[config.mk]
export PLATFORM = sky130hd
export DESIGN_NAME = pipe_skid_reg
export DESIGN_NICKNAME = d
export VERILOG_FILES = /design/src/rtl/pipe_pkg.sv /design/src/rtl/pipe_sat_counter.sv /design/src/rtl/pipe_skid_reg.sv
export SDC_FILE = /design/constraint.sdc
export NUM_CORES = 1
export LEC_CHECK = 0
export BUFFER_PORTS_ARGS = -buffer_cell sky130_fd_sc_hd__buf_4
export CORE_MARGIN = 3
export CORE_UTILIZATION = 58
export CTS_CLUSTER_DIAMETER = 200
export DETAILED_ROUTE_END_ITERATION = 16
export GPL_TIMING_DRIVEN = 0
export MAX_ROUTING_LAYER = met4
export PLACE_DENSITY = 0.85
export SLEW_MARGIN = 20
export SYNTH_ARGS = -nofsm -noshare
export SYNTH_HDL_FRONTEND = slang
export SYNTH_HIERARCHICAL = 1
export SYNTH_SLANG_ARGS = --single-unit
[constraint.sdc]
create_clock -name clk -period 18.6 [get_ports clk]
set_clock_uncertainty 0.2 [all_clocks]
set_input_delay 2.79 -clock clk [delete_from_list [all_inputs] [get_ports clk]]
set_output_delay 2.79 -clock clk [all_outputs]
set_load 0.01 [all_outputs]
[src/rtl/pipe_pkg.sv]
// Shared types and constants for the elastic pipeline-stage registers.
// Holds the skid-buffer state encoding and the default ID/EX payload layout.
package pipe_pkg;

    localparam logic [1:0] ST_EMPTY = 2'd0;
    localparam logic [1:0] ST_ONE   = 2'd1;
    localparam logic [1:0] ST_TWO   = 2'd2;

    typedef enum logic [1:0] {
        EMPTY = ST_EMPTY,
        ONE   = ST_ONE,
        TWO   = ST_TWO
    } pipe_state_t;

    // ID/EX payload: pc | rs1 | rs2 | imm | rd | control, LSB first.
    localparam int unsigned ID_EX_W        = 155;
    localparam int unsigned ID_EX_PC_LSB   = 0;
    localparam int unsigned ID_EX_RS1_LSB  = 32;
    localparam int unsigned ID_EX_RS2_LSB  = 64;
    localparam int unsigned ID_EX_IMM_LSB  = 96;
    localparam int unsigned ID_EX_RD_LSB   = 128;
    localparam int unsigned ID_EX_CTRL_LSB = 133;

endpackage

[src/rtl/pipe_sat_counter.sv]
// Saturating up-counter with asynchronous active-high reset.
module pipe_sat_counter #(
    parameter int unsigned CNT_W = 16
) (
    input  logic             clk,
    input  logic             rst,
    input  logic             inc,
    output logic [CNT_W-1:0] count
);

    function automatic logic [CNT_W-1:0] sat_inc(input logic [CNT_W-1:0] v);
        if (&v) return v;
        return v + 1'b1;
    endfunction

    always_ff @(posedge clk or posedge rst) begin
        if (rst)
            count <= '0;
        else if (inc)
            count <= sat_inc(count);
    end

endmodule

[src/rtl/pipe_skid_reg.sv]
// Elastic pipeline-stage register with a two-entry skid buffer and registered in_ready.
// Optional performance counters are built when PIPE_PERF_CNT_EN is defined.
module pipe_skid_reg
    import pipe_pkg::*;
#(
    parameter int unsigned DATA_W         = ID_EX_W,
    parameter bit          CLEAR_ON_FLUSH = 1'b1,
    parameter int unsigned CNT_W          = 16
) (
    input  logic              clk,
    input  logic              rst,
    input  logic              flush,
    input  logic              in_valid,
    output logic              in_ready,
    input  logic [DATA_W-1:0] in_data,
    output logic              out_valid,
    input  logic              out_ready,
    output logic [DATA_W-1:0] out_data
`ifdef PIPE_PERF_CNT_EN
    ,
    output logic [CNT_W-1:0]  stall_cnt,
    output logic [CNT_W-1:0]  flush_cnt
`endif
);

    if (DATA_W < 1 || CNT_W < 1) begin : g_bad_param
        $error("pipe_skid_reg: DATA_W and CNT_W must be at least 1");
    end

    pipe_state_t       state, state_next;
    logic [DATA_W-1:0] main_data, skid_data;
    logic              load_main, main_from_skid, load_skid, clear_data;

    // Both handshake outputs come straight from the state flops.
    assign out_valid = (state != EMPTY);
    assign in_ready  = (state != TWO);
    assign out_data  = main_data;

    always_ff @(posedge clk or posedge rst) begin
        if (rst)
            state <= EMPTY;
        else
            state <= state_next;
    end

    always_comb begin
        state_next     = state;
        load_main      = 1'b0;
        main_from_skid = 1'b0;
        load_skid      = 1'b0;
        clear_data     = 1'b0;
        if (flush) begin
            state_next = EMPTY;
            clear_data = CLEAR_ON_FLUSH;
        end else begin
            case (state)
                EMPTY: begin
                    if (in_valid) begin
                        load_main  = 1'b1;
                        state_next = ONE;
                    end
                end
                ONE: begin
                    if (in_valid && out_ready) begin
                        load_main = 1'b1;
                    end else if (in_valid) begin
                        load_skid  = 1'b1;
                        state_next = TWO;
                    end else if (out_ready) begin
                        state_next = EMPTY;
                    end
                end
                TWO: begin
                    if (out_ready) begin
                        load_main      = 1'b1;
                        main_from_skid = 1'b1;
                        state_next     = ONE;
                    end
                end
                default: state_next = EMPTY;
            endcase
        end
    end

    always_ff @(posedge clk or posedge rst) begin
        if (rst) begin
            main_data <= '0;
            skid_data <= '0;
        end else if (clear_data) begin
            main_data <= '0;
            skid_data <= '0;
        end else begin
            if (load_main)
                main_data <= main_from_skid ? skid_data : in_data;
            if (load_skid)
                skid_data <= in_data;
        end
    end

`ifdef PIPE_PERF_CNT_EN
    pipe_sat_counter #(.CNT_W(CNT_W)) u_stall_cnt (
        .clk   (clk),
        .rst   (rst),
        .inc   (out_valid & ~out_ready),
        .count (stall_cnt)
    );

    pipe_sat_counter #(.CNT_W(CNT_W)) u_flush_cnt (
        .clk   (clk),
        .rst   (rst),
        .inc   (flush),
        .count (flush_cnt)
    );
`endif

endmodule

==> summary.md <==
| Metric | Value |
|---|---|
| Status | finished clean |
| Cts bufs inserted | 34 |
| RSZ-0062 raised after global routing | false |
| Yosys cell types | 22 |
| H-tree depth | 2 |
| Detailed Place HPWL | 23.4 mm |
| CTS tree | done |
| Final Net Count | 1395 |
| Initial Util | 59.6% |
| Area growth, synth to finish | 29.5% |
| Pint | 1.23 mW |
| Die extent in x | 159 um |
| Sw power | 399 uW |
| Clk buf depth | 3 |
| Worst-path maximum fanout | 6 |
| Avg Cell Area, Syn | 15.5 um^2 |
| Combinational fraction of design power | 11.9% |
| Synth warnings | 6 |
| Worst-Skew Late Latency | 500 ps |
| Post-synthesis sequential area ratio | 57.3% |
| Share of cells above drive strength 1 | 46.9% |
| Pwr dens | 92.1 mW/mm^2 |
| Setup violators final | 0 |
| Vias/cell | 5.94 |
| Critical path class | register to primary output |
| Tot GR Track Use | 27.8% |
| Vias in the first global route | 9819 |
| Critical path capture point type | primary output |
| Data arrival, critical path | 1390 ps |
| Port-buffer cells | 316 |
| Worst-margin pin slew | 530 ps |
| Number of diodes | 0 |
| Min cycle time layout | 4380 ps |
| Fin crit share | 23.5% |
| Setup TNS | 0 ps |
| CTS clk-pin slew, worst paths | 60 ps |
| Seq pwr share | 45.3% |
| CP bufs+invs | 1 |
| Grt total ovfl | 0 |
| Crit-path cells | or2_2 -> buf_4 |
| Clock power frac | 42.8% |
| Die Height | 159 um |
| Core Rows | 55 |
| Synth Register Bits | 312 |
| Largest net degree at the start of global routing | 104 |
| Startpoint Class | register |
| Critical path's top delay family | flip-flops |
| Post-CTS Setup Bufs | 0 |
| Slew HR | 64.7% |
| Sinks on Clock Net | 312 |
| Switching Share | 24.6% |
| Core area | 0.0228 mm^2 |
| 1st-iter DRT viols | 715 |
| Peak supply drop | 86.5 uV |
| Initial antenna violation count | 0 |
| Synthesized area | 0.0136 mm^2 |
| Cts hold-fix bufs | 0 |
| Hold WS | 290 ps |
| Cells after synthesis | 880 |
| DRC viols | 0 |
| Max-cap violation count | 0 |
| # resized after CTS | 0 |
| Required @ worst endpoint | 15610 ps |
| Hold Fails Final Rpt | 0 |
| Total Wirelength | 34.7 mm |
| First-pass GRT wire length | 55.5 mm |
| Root buffer cell | clkbuf_16 |
| Lkg Pwr | 8.22 nW |
| Mapped Nets | 1040 |
| Pins over their slew limit | 0 |
| I/O Pins | 317 |
| WL/cell | 22.1 um |
| Layout Utilization | 77.2% |
| Via count | 9338 |
| DRT antenna net count | 0 |
| Die area | 0.0254 mm^2 |
| HP Class | register to register |
| Crit path max-delay cell type | dfrtp_1 |
| Max Fclk | 0.228 GHz |
| Pre-antenna DRT Iters | 5 |
| Critical path's largest stage delay | 430 ps |
| RD Place Congestion | 0.811 |
area by class of cell:
| class | instances | area (um^2) |
|---|---|---|
| Buffer | 85 | 638 |
| Clock buffer | 47 | 1010 |
| Clock inverter | 13 | 151 |
| Fill cell | 1392 | 5200 |
| Inverter | 1 | 11.3 |
| Multi-Input combinational cell | 482 | 5170 |
| Sequential cell | 312 | 7810 |
| Tap cell | 313 | 392 |
| Timing Repair Buffer | 319 | 2450 |
routing by layer:
metal	part of all wire (%)	vias to the layer above	global-route usage, %
met5	0	-	-
met4	2.8	0	8.12
met3	7.2	61	7.13
met2	47	331	43.0
met1	43	4802	36.8
li1	-	4144	-
cells in the mapped netlist, drive strengths merged:
cell type	number	area, um^2
nand3b	2	18.8
o21ai	1	8.76
inv	1	3.75
nand2b	3	18.8
o2bb2ai	155	2150
a211oi	1	7.51
nor2b	1	6.26
nor2	5	26.3
dfrtp	312	7810
mux2i	155	1550
xnor2	1	8.76
or2	1	6.26
nor3	1	5.00
buf	85	638
a22o	155	1360
o21a	1	7.51
sequential cells by signal, indices dropped and copies added, names as in the netlist:
register   count
skid_data    155
out_data     155
state          2
logic make-up after synthesis:
kind of cell | Yosys count | share of synthesized area [%]
DFF | 312 | 57.3
buffers and inverters | 86 | 4.71
AOI/OAI and AO/OA | 313 | 25.9
muxes | 155 | 11.4
xor gates and xnor gates | 1 | 0.0643
and+or+nand+nor | 13 | 0.597
final timing paths:
check	slack, ps	from	cells after the start	end
max	14220	state[1]$_DFFE_PP0P_	2	out_valid
min	290	out_data[10]$_DFFE_PP0P_	1	out_data[10]$_DFFE_PP0P_
max reg2reg	16650	state[1]$_DFFE_PP0P_	5	skid_data[65]$_DFFE_PP0P_
min reg2reg	290	out_data[10]$_DFFE_PP0P_	1	out_data[10]$_DFFE_PP0P_
max in group asynchronous	15260	rst	3	out_data[104]$_DFFE_PP0P_
min in group asynchronous	2100	rst	2	skid_data[27]$_DFFE_PP0P_
through the flow:
stage	cell area, um^2	instances	setup WS (ps)	total power [mW]
floorplan	13600	880	6980	0.839
global placement	16400	1509	3720	0.934
detailed placement	16500	1512	14140	0.940
CTS	17600	1572	14200	1.63
global route	17600	1572	14170	1.68
finish	17600	1572	14220	1.62
power groups by stage:
stage | clock network [mW] | registers, mW | logic [mW]
floorplan | 0 | 0.754 | 0.0858
global placement | 0 | 0.746 | 0.189
detailed placement | 0 | 0.745 | 0.195
CTS | 0.704 | 0.735 | 0.196
global route | 0.734 | 0.738 | 0.208
finish | 0.696 | 0.735 | 0.194
layout by cell type, fill, tap and decap left out, types with 3 or more instances in the layout:
master,Yosys,layout
o2bb2ai_2,127,127
nor2_1,4,4
a22o_1,155,155
clkinv_2,0,6
buf_2,63,63
mux2i_1,155,155
buf_16,0,3
bufinv_16,0,3
buf_4,5,321
clkbuf_8,0,5
clkinvlp_4,0,3
buf_8,11,11
nand2b_1,3,3
o2bb2ai_1,28,28
clkbuf_1,0,5
dfrtp_1,312,312
clkbuf_16,0,37
buf_12,6,6
Note: power is estimated with default switching activity, not from simulation.
